--- config.mk ---
export PLATFORM = sky130hd
export DESIGN_NAME = acc_bias_unit
export DESIGN_NICKNAME = d
export VERILOG_FILES = /design/src/rtl/acc_bias_unit.sv
export SDC_FILE = /design/constraint.sdc
export NUM_CORES = 1
export LEC_CHECK = 0
export BUFFER_PORTS_ARGS = -buffer_cell sky130_fd_sc_hd__buf_2
export CELL_PAD_IN_SITES_DETAIL_PLACEMENT = 1
export CELL_PAD_IN_SITES_GLOBAL_PLACEMENT = 1
export CORE_AREA = 8 8 259 261
export DETAILED_ROUTE_END_ITERATION = 12
export DIE_AREA = 0 0 267 269
export PLACE_DENSITY = 0.74
export SKIP_CTS_REPAIR_TIMING = 1
export SYNTH_ARGS = -nofsm -noshare
export SYNTH_HDL_FRONTEND = slang
export SYNTH_SLANG_ARGS = --single-unit
--- constraint.sdc ---
create_clock -name clk -period 3.1 [get_ports clk]
set_input_delay 0.93 -clock clk [delete_from_list [all_inputs] [get_ports clk]]
set_output_delay 0.93 -clock clk [all_outputs]
set_load 0.05 [all_outputs]
--- src/rtl/acc_bias_unit.sv ---
// acc_bias_unit: per-column partial-sum accumulator with bias add, feeding the int8 saturation stage.
module acc_bias_unit #(
    parameter int COLS    = 5,
    parameter int PS_BW   = 16,
    parameter int BIAS_BW = 16,
    parameter int AB_BW   = 25,
    parameter int CNT_BW  = 8
) (
    input  logic                    clk,
    input  logic                    rst_n,
    input  logic                    i_start,
    input  logic [CNT_BW-1:0]       i_num_pass,
    input  logic [BIAS_BW*COLS-1:0] i_bias,
    input  logic                    i_ps_valid,
    input  logic [PS_BW*COLS-1:0]   i_psum,
    output logic [AB_BW*COLS-1:0]   o_acc_bias,
    output logic                    o_valid,
    output logic                    o_busy
);
    typedef enum logic [1:0] {IDLE, ACC, BIAS, OUT} state_t;
    state_t                  state_q, state_d;
    logic [CNT_BW-1:0]       cnt_q, cnt_d;
    logic [BIAS_BW*COLS-1:0] bias_q, bias_d;
    logic [AB_BW-1:0]        acc_q [COLS];
    logic [AB_BW-1:0]        acc_d [COLS];
    logic [AB_BW*COLS-1:0]   out_q, out_d;
    always_comb begin
        state_d = state_q;
        cnt_d   = cnt_q;
        bias_d  = bias_q;
        acc_d   = acc_q;
        out_d   = out_q;
        case (state_q)
            IDLE: if (i_start) begin
                bias_d  = i_bias;
                cnt_d   = i_num_pass;
                for (int c = 0; c < COLS; c++) acc_d[c] = '0;
                state_d = (i_num_pass != '0) ? ACC : BIAS;
            end
            ACC: if (i_ps_valid) begin
                for (int c = 0; c < COLS; c++)
                    acc_d[c] = acc_q[c] + {{(AB_BW-PS_BW){i_psum[c*PS_BW+PS_BW-1]}}, i_psum[c*PS_BW +: PS_BW]};
                cnt_d   = cnt_q - 1'b1;
                state_d = (cnt_q == CNT_BW'(1)) ? BIAS : ACC;
            end
            // Result register is loaded here so it is already valid during the OUT strobe.
            BIAS: begin
                for (int c = 0; c < COLS; c++) begin
                    acc_d[c] = acc_q[c] + {{(AB_BW-BIAS_BW){bias_q[c*BIAS_BW+BIAS_BW-1]}}, bias_q[c*BIAS_BW +: BIAS_BW]};
                    out_d[c*AB_BW +: AB_BW] = acc_d[c];
                end
                state_d = OUT;
            end
            default: state_d = IDLE;
        endcase
    end
    always_ff @(posedge clk or negedge rst_n) begin
        if (!rst_n) begin
            state_q <= IDLE;
            cnt_q   <= '0;
            bias_q  <= '0;
            out_q   <= '0;
            for (int c = 0; c < COLS; c++) acc_q[c] <= '0;
        end else begin
            state_q <= state_d;
            cnt_q   <= cnt_d;
            bias_q  <= bias_d;
            out_q   <= out_d;
            acc_q   <= acc_d;
        end
    end
    assign o_acc_bias = out_q;
    assign o_valid    = (state_q == OUT);
    assign o_busy     = (state_q != IDLE);
endmodule

; Word-level counts from Yosys, hierarchy flattened
; Cells that the tools add are included.
[totals]
reg_bits = 340
inputBits = 172
output_inout_bits = 127
word_cells = 46
[classes]
muxes = 11
n_eq_ne = 6
addsub = 11
reduce_logical = 9
[ops]
columns = op, count
row1 = $pmux 125 s3, 1
row2 = $add 25x25->25, 10
row3 = $mux 125, 2
row4 = $mux 8, 2
row5 = $pmux 8 s2, 1
row6 = $eq 8x1->1 const B, 1
row7 = $mux 2, 4
row8 = $reduce_bool 8->1, 1
row9 = $sub 8x1->8 const B, 1
row10 = $pmux 2 s3, 1
row11 = $reduce_and 3->1, 2
row12 = $eq 2x2->1 const B, 2
row13 = $ne 2x2->1 const B, 2
row14 = $reduce_and 2->1, 2
row15 = $reduce_bool 2->1, 2
row16 = $reduce_bool 3->1, 1
row17 = $eq 2x1->1 const B, 1
row18 = $logic_not 2->1, 1

; Longest topological paths before layout
; Gate-level depths: netlist of run 1.
[depth]
ltp_word = 4
ltp_mapped = 13
depth_no_buf = 13

; Worst setup path after synthesis of run 1
; OpenSTA, ideal clock, no wires.
[synth_path]
path_kind = input-to-reg
startpoint = input port i_psum[16]
endpoint = register acc_q[97] in the netlist's numbering
arrival_time_ns = 3.351
stages = 13
slack_ns = -0.386
setup_time_ns = 0.136
path_buffers = 0
required_time_ns = 2.964
cell_sequence = ha_1 -> inv_1 -> fa_1 -> nor2b_1 -> o31a_1 -> o2111a_1 -> nor4_1 -> o41a_1 -> o31ai_1 -> nand2_1 -> mux2i_1 -> a221oi_1 -> o21ai_0
[synth_between]
elab_chain_cells = 3
[synth_rtl]
columns = item, line
row1 = start: declaration, 15  ; input logic [PS_BW*COLS-1:0] i_psum,
row2 = $add 25x25->25, 42  ; acc_d[c] = acc_q[c] + {{(AB_BW-PS_BW){i_psum[c*PS_BW+PS_BW-1]}}, i_psum[c*PS_BW +: PS_BW]};
row3 = $mux 125, 40  ; ACC: if (i_ps_valid) begin
row4 = $pmux 125 s3, 33  ; case (state_q)
row5 = end signal: assignment, 69  ; acc_q <= acc_d;
row6 = end: declaration, 24  ; logic [AB_BW-1:0] acc_q [COLS];
; Every way passes these cells. The select of a mux whose other input is x is not followed.
; A chain may end at the register's enable or synchronous reset.

; Worst setup path after layout of run 1
[layout_path]
startpoint = register bias_q[16]
endpoint = register acc_q[95] in the netlist's numbering
[layout_between]
elab_chain_cells = 2
[layout_rtl]
columns = item, line
row1 = start: declaration, 23  ; logic [BIAS_BW*COLS-1:0] bias_q, bias_d;
row2 = start signal: assignment, 67  ; bias_q <= bias_d;
row3 = $add 25x25->25, 49  ; acc_d[c] = acc_q[c] + {{(AB_BW-BIAS_BW){bias_q[c*BIAS_BW+BIAS_BW-1]}}, bias_q[c*BIAS_BW +: BIAS_BW]};
row4 = $pmux 125 s3, 33
; Every way passes these cells.

==> metrics.csv, run 1 <==
stage;metric;value;unit
outcome;status;complete, but fails checks;
outcome;failing checks;negative setup slack;
clocking;Clock transition at path regs;60;ps
timing;final setup violation count;16;
timing;Slew @ Worst Pin;867.8;ps
finish;Area growth, synth to finish;29.51;%
clocking;Num CTS Buffers;43;
logic_synthesis;Ys Warns;0;
drt;Via density;5.640;
logic_synthesis;async set-reset flop share out of synthesis;1.000;
drt;routed wire length per instance;22.01;um
logic_synthesis;Netlist cell types;84;
logic_synthesis;cell count after synthesis;2666;
grt;first-pass GRT wire length;141200;um
setup_path;CP Max Fanout;3;
clocking;clock sinks;340;
job;max_cap viols;0;
clocking;Clock Latency Late Sink;580;ps
clocking;Root Buffer;clkbuf_16;
timing;min Tclk post-route;3316;ps
finish;Fill cells;7167;
drt;Post-DRT Antenna Nets;0;
finish;most frequent cells in the layout;340 x dfrtp_1, 317 x buf_4, 297 x buf_2, 231 x ha_1, 201 x nand2_1;
setup_path;Req. time, crit path;3560;ps
place;Post-Place Cell Area;29830;um^2
finish;most common cell after layout, fill and taps aside;dfrtp_1;
grt;number of global-route vias before repair;25710;
clocking;CTS tree;yes;
floorplanning;core region area;62740;um^2
logic_synthesis;synthesized area;24890;um^2
pwr;Max VDD drop;0.6141;mV
timing;highest clock rate;301.5;MHz
logic_synthesis;Post-synth EDFFs;0;
pwr;Switch Pwr;17860;uW
setup_path;CP startpoint kind;flip-flop;
clocking;htree depth;2;
pwr;Sw Share;0.4834;
drt;Post-Route WL;91110;um
clocking;maximum buffer depth of the clock tree;3;
floorplanning;die area;71820;um^2
timing;hold_ws;305.5;ps
drt;DR iter-0 viols;1065;
pwr;internal cell power;19090;uW
floorplanning;die extent in x;267;um
finish;share of layout cells above drive strength 1;0.3119;
grt;GR Util All Layers;0.2440;
drt;vias;23351;
finish;Design Area, Final;32230;um^2
logic_synthesis;Top FF cell, synth;dfrtp_1;
setup_path;Worst Setup End Kind;flip-flop;
finish;final core utilization;0.5137;
timing;Slew Viols, Final;0;
pwr;power share of the combinational group;0.643;
timing;final hold violations;0;
timing;Final Skew;15.08;ps
logic_synthesis;Syn Nets;3094;
setup_path;kind of critical path;flip-flop to flip-flop;
pwr;Static Leak;0.01605;uW
pwr;overall power;36940;uW
place;port bufs;298;
place;GPL Wtd Cong;0.9219;
grt;GRT Residual Overflow;0;
timing;Slew headroom;0.4065;
floorplanning;Initial Utilization;0.3967;
pwr;clock network power share;0.149;
timing;min setup slack post-route;-216.3;ps
floorplanning;# IOs;299;
drt;drt pass-1 iters;5;
worst_hold_path;Hold Path Class;input port to asynchronous set/reset pin;
floorplanning;cell row count;92;
logic_synthesis;Yosys reg bits;340;
setup_path;CP arrival;3780;ps
place;HPWL after detailed placement;68160;um
logic_synthesis;Mapped Avg Cell Area;9.335;um^2
grt;initial antenna violation count;15;
logic_synthesis;sequential share of the synthesized area;0.3419;
timing;Tcrit/Tclk final;1.070;
timing;unrepaired setup endpoints after global routing;true;
pwr;share of power burned in registers;0.208;
floorplanning;die height;269;um
grt;largest net degree at the start of global routing;71;
finish;nets;3677;
drt;drt drc;0;
pwr;PD cells;1146;nW/um^2
metrics by stage:
| stage | instances | setup TNS [ps] | worst slack [ps] |
|---|---|---|---|
| 6_report | 4140 | -1487 | -216.3 |
| 5_1_grt | 4138 | -4399 | -346.0 |
| 4_1_cts | 4110 | -8477 | -407.8 |
| 3_5_place_dp | 4031 | -18790 | -588.6 |
| 3_3_place_gp | 4031 | -14580 | -566.3 |
| 2_1_floorplan | 2666 | -610.8 | -205.5 |
routing by layer:
| layer | share of wire | global-route usage |
|---|---|---|
| met2 | 0.50 | 0.4280 |
| met4 | 0.040 | 0.1060 |
| met1 | 0.42 | 0.2948 |
| met3 | 0.037 | 0.03848 |
| met5 | 0.00040 | 0 |
worst max-delay path: stages (launching register included):
cell,delay [ps]
dfrtp_1,420
ha_4,190
fa_2,390
a21oi_4,170
o22ai_2,110
o41a_1,400
a31oi_4,230
nor3_4,70
o41a_1,360
a31o_1,250
xor2_2,170
nor3b_2,160
a221o_1,270
flip-flops by register name (all words and copies together) (netlist names):
register	cells
o_acc_bias	125
cnt_q	8
bias_q	80
acc_q	125
state_q	2
final timing paths:
kind                           startpoint        endpoint  slack [ps]  depth (start not counted)
setup / recovery               bias_q[16]       acc_q[95]        -220                         12
hold / removal                      rst_n      bias_q[23]         310                          1
setup reg to reg               bias_q[16]       acc_q[95]        -220                         12
hold reg to reg            o_acc_bias[51]  o_acc_bias[51]         480                          1
max in group asynchronous           rst_n   o_acc_bias[4]        2000                          2
min in group clk           o_acc_bias[51]  o_acc_bias[51]         480                          1
power groups by stage:
| stage | Combinational (uW) | Sequential (uW) | Clock [uW] |
|---|---|---|---|
| global placement | 21500 | 7630 | 0 |
| finish | 23700 | 7700 | 5500 |
| CTS | 22600 | 7680 | 5630 |
| global route | 25600 | 7930 | 5790 |
| detailed placement | 22400 | 7720 | 0 |
| floorplan | 12400 | 10000 | 0 |
final cells by class:
type	count	area [um^2]	area share
antenna	11	27.53	0.0008541
clock buffer	63	1324	0.04107
clock inverter	16	211.5	0.006561
inverter	108	405.4	0.01258
multi-input combinational	2125	16560	0.5139
sequential	340	8508	0.2640
tap	846	1059	0.03284
timing repair buffer	631	4131	0.1282
synthesized netlist by cell type, types with 19 or more instances:
master / number / area share
a211oi_1: 25 / 0.0075
a21o_1: 128 / 0.039
a21oi_1: 198 / 0.040
a22oi_1: 53 / 0.016
a31oi_1: 27 / 0.0068
and3_1: 21 / 0.0053
clkbuf_1: 76 / 0.011
dfrtp_1: 340 / 0.34
ha_1: 246 / 0.12
inv_1: 107 / 0.016
mux2_2: 156 / 0.071
nand2_1: 206 / 0.031
nand2b_1: 19 / 0.0048
nand3_1: 57 / 0.011
nor2_1: 160 / 0.024
nor2b_1: 26 / 0.0065
nor3_1: 28 / 0.0056
o21a_1: 34 / 0.010
o21ai_0: 223 / 0.045
o21bai_1: 19 / 0.0057
xnor2_1: 138 / 0.049
xor2_1: 67 / 0.024
kinds of logic after synthesis:
kind of cell,share of synthesized area
compound gates,0.2385
buf+inv,0.03037
xor+xnor,0.07215
fa+ha+maj,0.1317
simple gates,0.1112
mux,0.07421
flops,0.3419
Note: power is estimated with default switching activity, not from simulation.
==> run 2, diff against run 1 <==
- CAP_MARGIN: not set -> 15
- CORE_AREA: 8 8 259 261 -> 4 4 255 257
- DIE_AREA: 0 0 267 269 -> 0 0 259 261
==> run 2 against run 1 <==
The flow still finishes with violations (negative setup slack). Die area down 5.9%. Critical endpoint is now o_acc_bias[47]. Non-clock buffer count up 9. Critical path type unchanged. Critical path depth increased by 1. Highest routed layer unchanged.
==> metrics.csv, run 2 (synthesized netlist as in run 1, its figures left out) <==
stage;metric;value;unit;change
grt;GRT busiest layer;met2;;unchanged
timing;unrepaired setup endpoints after global routing;true;;unchanged
timing;min setup slack post-route;-319.2;ps;was -216.3 ps
setup_path;Worst path max stage delay;410;ps;was 420 ps
pwr;clock network power share;0.150;;was 0.149
setup_path;Worst Setup End Kind;flip-flop;;unchanged
worst_hold_path;Hold Path Class;input port to asynchronous set/reset pin;;unchanged
timing;Final Skew;33.63;ps;was 15.08 ps
floorplanning;core region area;62740;um^2;unchanged
finish;most common cell after layout, fill and taps aside;dfrtp_1;;unchanged
grt;met2 usage;0.4507;;was 0.4280
setup_path;Stages on worst setup path;13;;was 12
grt;GR Util All Layers;0.2560;;was 0.2440
pwr;share of power burned in registers;0.207;;was 0.208
clocking;Clock Latency Late Sink;590;ps;was 580 ps
place;port bufs;298;;unchanged
floorplanning;die height;261;um;was 269 um
timing;min Tclk post-route;3419;ps;was 3316 ps
finish;Area growth, synth to finish;30.21;%;was 29.51%
drt;DR iter-0 viols;1029;;was 1,065
drt;Post-Route WL;90070;um;was 91,110 um
drt;drt pass-1 iters;5;;unchanged
setup_path;kind of critical path;flip-flop to flip-flop;;unchanged
clocking;Clock transition at path regs;60;ps;about the same
clocking;htree depth;2;;unchanged
finish;nets;3687;;was 3,677
setup_path;r2r worst-path depth;13;;was 12
floorplanning;Initial Utilization;0.3967;;unchanged
finish;Non-Filler Instances;4153;;was 4,140
timing;final hold violations;0;;unchanged
drt;Via density;5.617;;was 5.640
job;max_cap viols;0;;unchanged
grt;first-pass GRT wire length;140000;um;was 141,200 um
outcome;failing checks;negative setup slack;;unchanged
clocking;CTS tree;yes;;unchanged
pwr;power share of the combinational group;0.643;;about the same
pwr;Max VDD drop;0.6272;mV;was 0.6141 mV
drt;Post-DRT Antenna Nets;0;;unchanged
timing;Slew @ Worst Pin;894.6;ps;was 867.8 ps
timing;Slew headroom;0.3882;;was 0.4065
setup_path;R2R Path End;o_acc_bias[47];;was acc_q[95]
setup_path;crit-path leading delay family;compound AO/OA/AOI/OAI gates;;unchanged
place;pre-CTS setup slack;-608.9;ps;was -588.6 ps
timing;highest clock rate;292.5;MHz;was 301.5 MHz
floorplanning;cell row count;92;;unchanged
finish;Design Area, Final;32400;um^2;was 32,230 um^2
setup_path;CP most frequent cell;o41a_1;;unchanged
drt;drt drc;0;;unchanged
finish;share of layout cells above drive strength 1;0.3190;;was 0.3119
outcome;status;complete, but fails checks;;unchanged
timing;Tcrit/Tclk final;1.103;;was 1.070
setup_path;Worst path slowest cell;o41a_1;;was dfrtp_1
pwr;internal cell power;19320;uW;was 19,090 uW
place;HPWL after detailed placement;67250;um;was 68,160 um
clocking;Num CTS Buffers;44;;was 43
grt;met1 GRT Util;0.3232;;was 0.2948
setup_path;r2r setup slk;-320;ps;was -220 ps
pwr;Sw Share;0.4823;;was 0.4834
setup_path;crit path buf inv count;1;;was 0
drt;vias;23328;;was 23,351
finish;most frequent cells in the layout;340 x dfrtp_1, 329 x buf_4, 297 x buf_2, 227 x ha_1;;was 340 x dfrtp_1, 317 x buf_4, 297 x buf_2, 231 x ha_1, 201 x nand2_1
drt;routed wire length per instance;21.69;um;was 22.01 um
grt;initial antenna violation count;18;;was 15
setup_path;Worst R2R Start;acc_q[75];;was bias_q[16]
floorplanning;# IOs;299;;unchanged
pwr;PD cells;1152;nW/um^2;was 1146 nW/um^2
setup_path;CP startpoint kind;flip-flop;;unchanged
grt;largest net degree at the start of global routing;92;;was 71
pwr;Switch Pwr;18000;uW;was 17,860 uW
floorplanning;die area;67600;um^2;was 71,820 um^2
setup_path;CP Max Fanout;3;;unchanged
timing;Slew Viols, Final;0;;unchanged
clocking;maximum buffer depth of the clock tree;3;;unchanged
clocking;clock sinks;340;;unchanged
grt;GRT Residual Overflow;0;;unchanged
setup_path;CP Cell Sequence;ha_2, fa_2, a21oi_4, o22ai_2, o41a_1, a31oi_4, nor3_2, o41a_1, a221o_1, a21oi_2, xor2_1, buf_4, o21ai_0;;was ha_4, fa_2, a21oi_4, o22ai_2, o41a_1, a31oi_4, nor3_4, o41a_1, a31o_1, xor2_2, nor3b_2, a221o_1
grt;number of global-route vias before repair;25554;;was 25,710
setup_path;CP arrival;3830;ps;was 3780 ps
place;Placed Cells;4040;;was 4,031
finish;final core utilization;0.5165;;was 0.5137
place;GPL Wtd Cong;0.9123;;was 0.9219
setup_path;Req. time, crit path;3510;ps;was 3560 ps
floorplanning;die extent in x;259;um;was 267 um
place;Post-Place Cell Area;29920;um^2;was 29,830 um^2
grt;met3 usage;0.03559;;was 0.03848
pwr;Static Leak;0.01611;uW;was 0.01605 uW
clocking;Root Buffer;clkbuf_16;;unchanged
timing;final setup violation count;16;;unchanged
-- run 2: changes by cell type in the layout (fill, tap and decap cells not counted), sizes merged --
cell,delta
clkinv,+4
buf,+9
diode,+1
clkbuf,-1
clkinvlp,-1
bufinv,+1
-- run 2: layout make-up --
| cell class | instances | area, um^2 |
|---|---|---|
| clock inverters | 20 | 261.5 |
| well taps | 846 | 1059 |
| multi-input cells | 2125 | 16620 |
| diodes | 12 | 30.03 |
| repair buffers | 640 | 4205 |
| fillers | 7188 | 30330 |
| clock buffers | 62 | 1311 |
| flip-flops and latches | 340 | 8508 |
| inverters | 108 | 405.4 |
-- run 2: how the worst max path moves through the flow --
stage	slack, ps	endpoint	startpoint
3_5_place_dp	-610	acc_q[97]	i_psum[16]
6_report	-320	o_acc_bias[47]	acc_q[75]
4_1_cts	-390	acc_q[73]	bias_q[36]
5_1_grt	-440	acc_q[97]	bias_q[16]
3_3_place_gp	-540	acc_q[93]	i_psum[16]
2_1_floorplan	-210	acc_q[93]	i_psum[16]
-- run 2: metrics by stage --
| step | hold slack (ps) | setup TNS (ps) | power (uW) |
|---|---|---|---|
| global placement | 464.1 | -14540 | 29290 |
| global route | 307.6 | -4467 | 39820 |
| finish | 293.0 | -2078 | 37330 |
| CTS | 288.0 | -7492 | 36210 |
| floorplan | 461.7 | -610.8 | 22410 |
| detailed placement | 467.3 | -19720 | 30310 |
-- run 2: power groups by stage --
stage | Sequential [uW] | Clock (uW) | Combinational (uW)
after global routing | 7930 | 5900 | 26000
after global placement | 7640 | 0 | 21600
final | 7720 | 5590 | 24000
after detailed placement | 7730 | 0 | 22600
after CTS | 7680 | 5730 | 22800
after floorplan | 10000 | 0 | 12400
-- run 2: routing by layer --
metal | up-vias | wire length (um)
met5 | - | 52
met4 | 8 | 3450
met2 | 438 | 44750
li1 | 11023 | -
met1 | 11687 | 38400
met3 | 172 | 3417
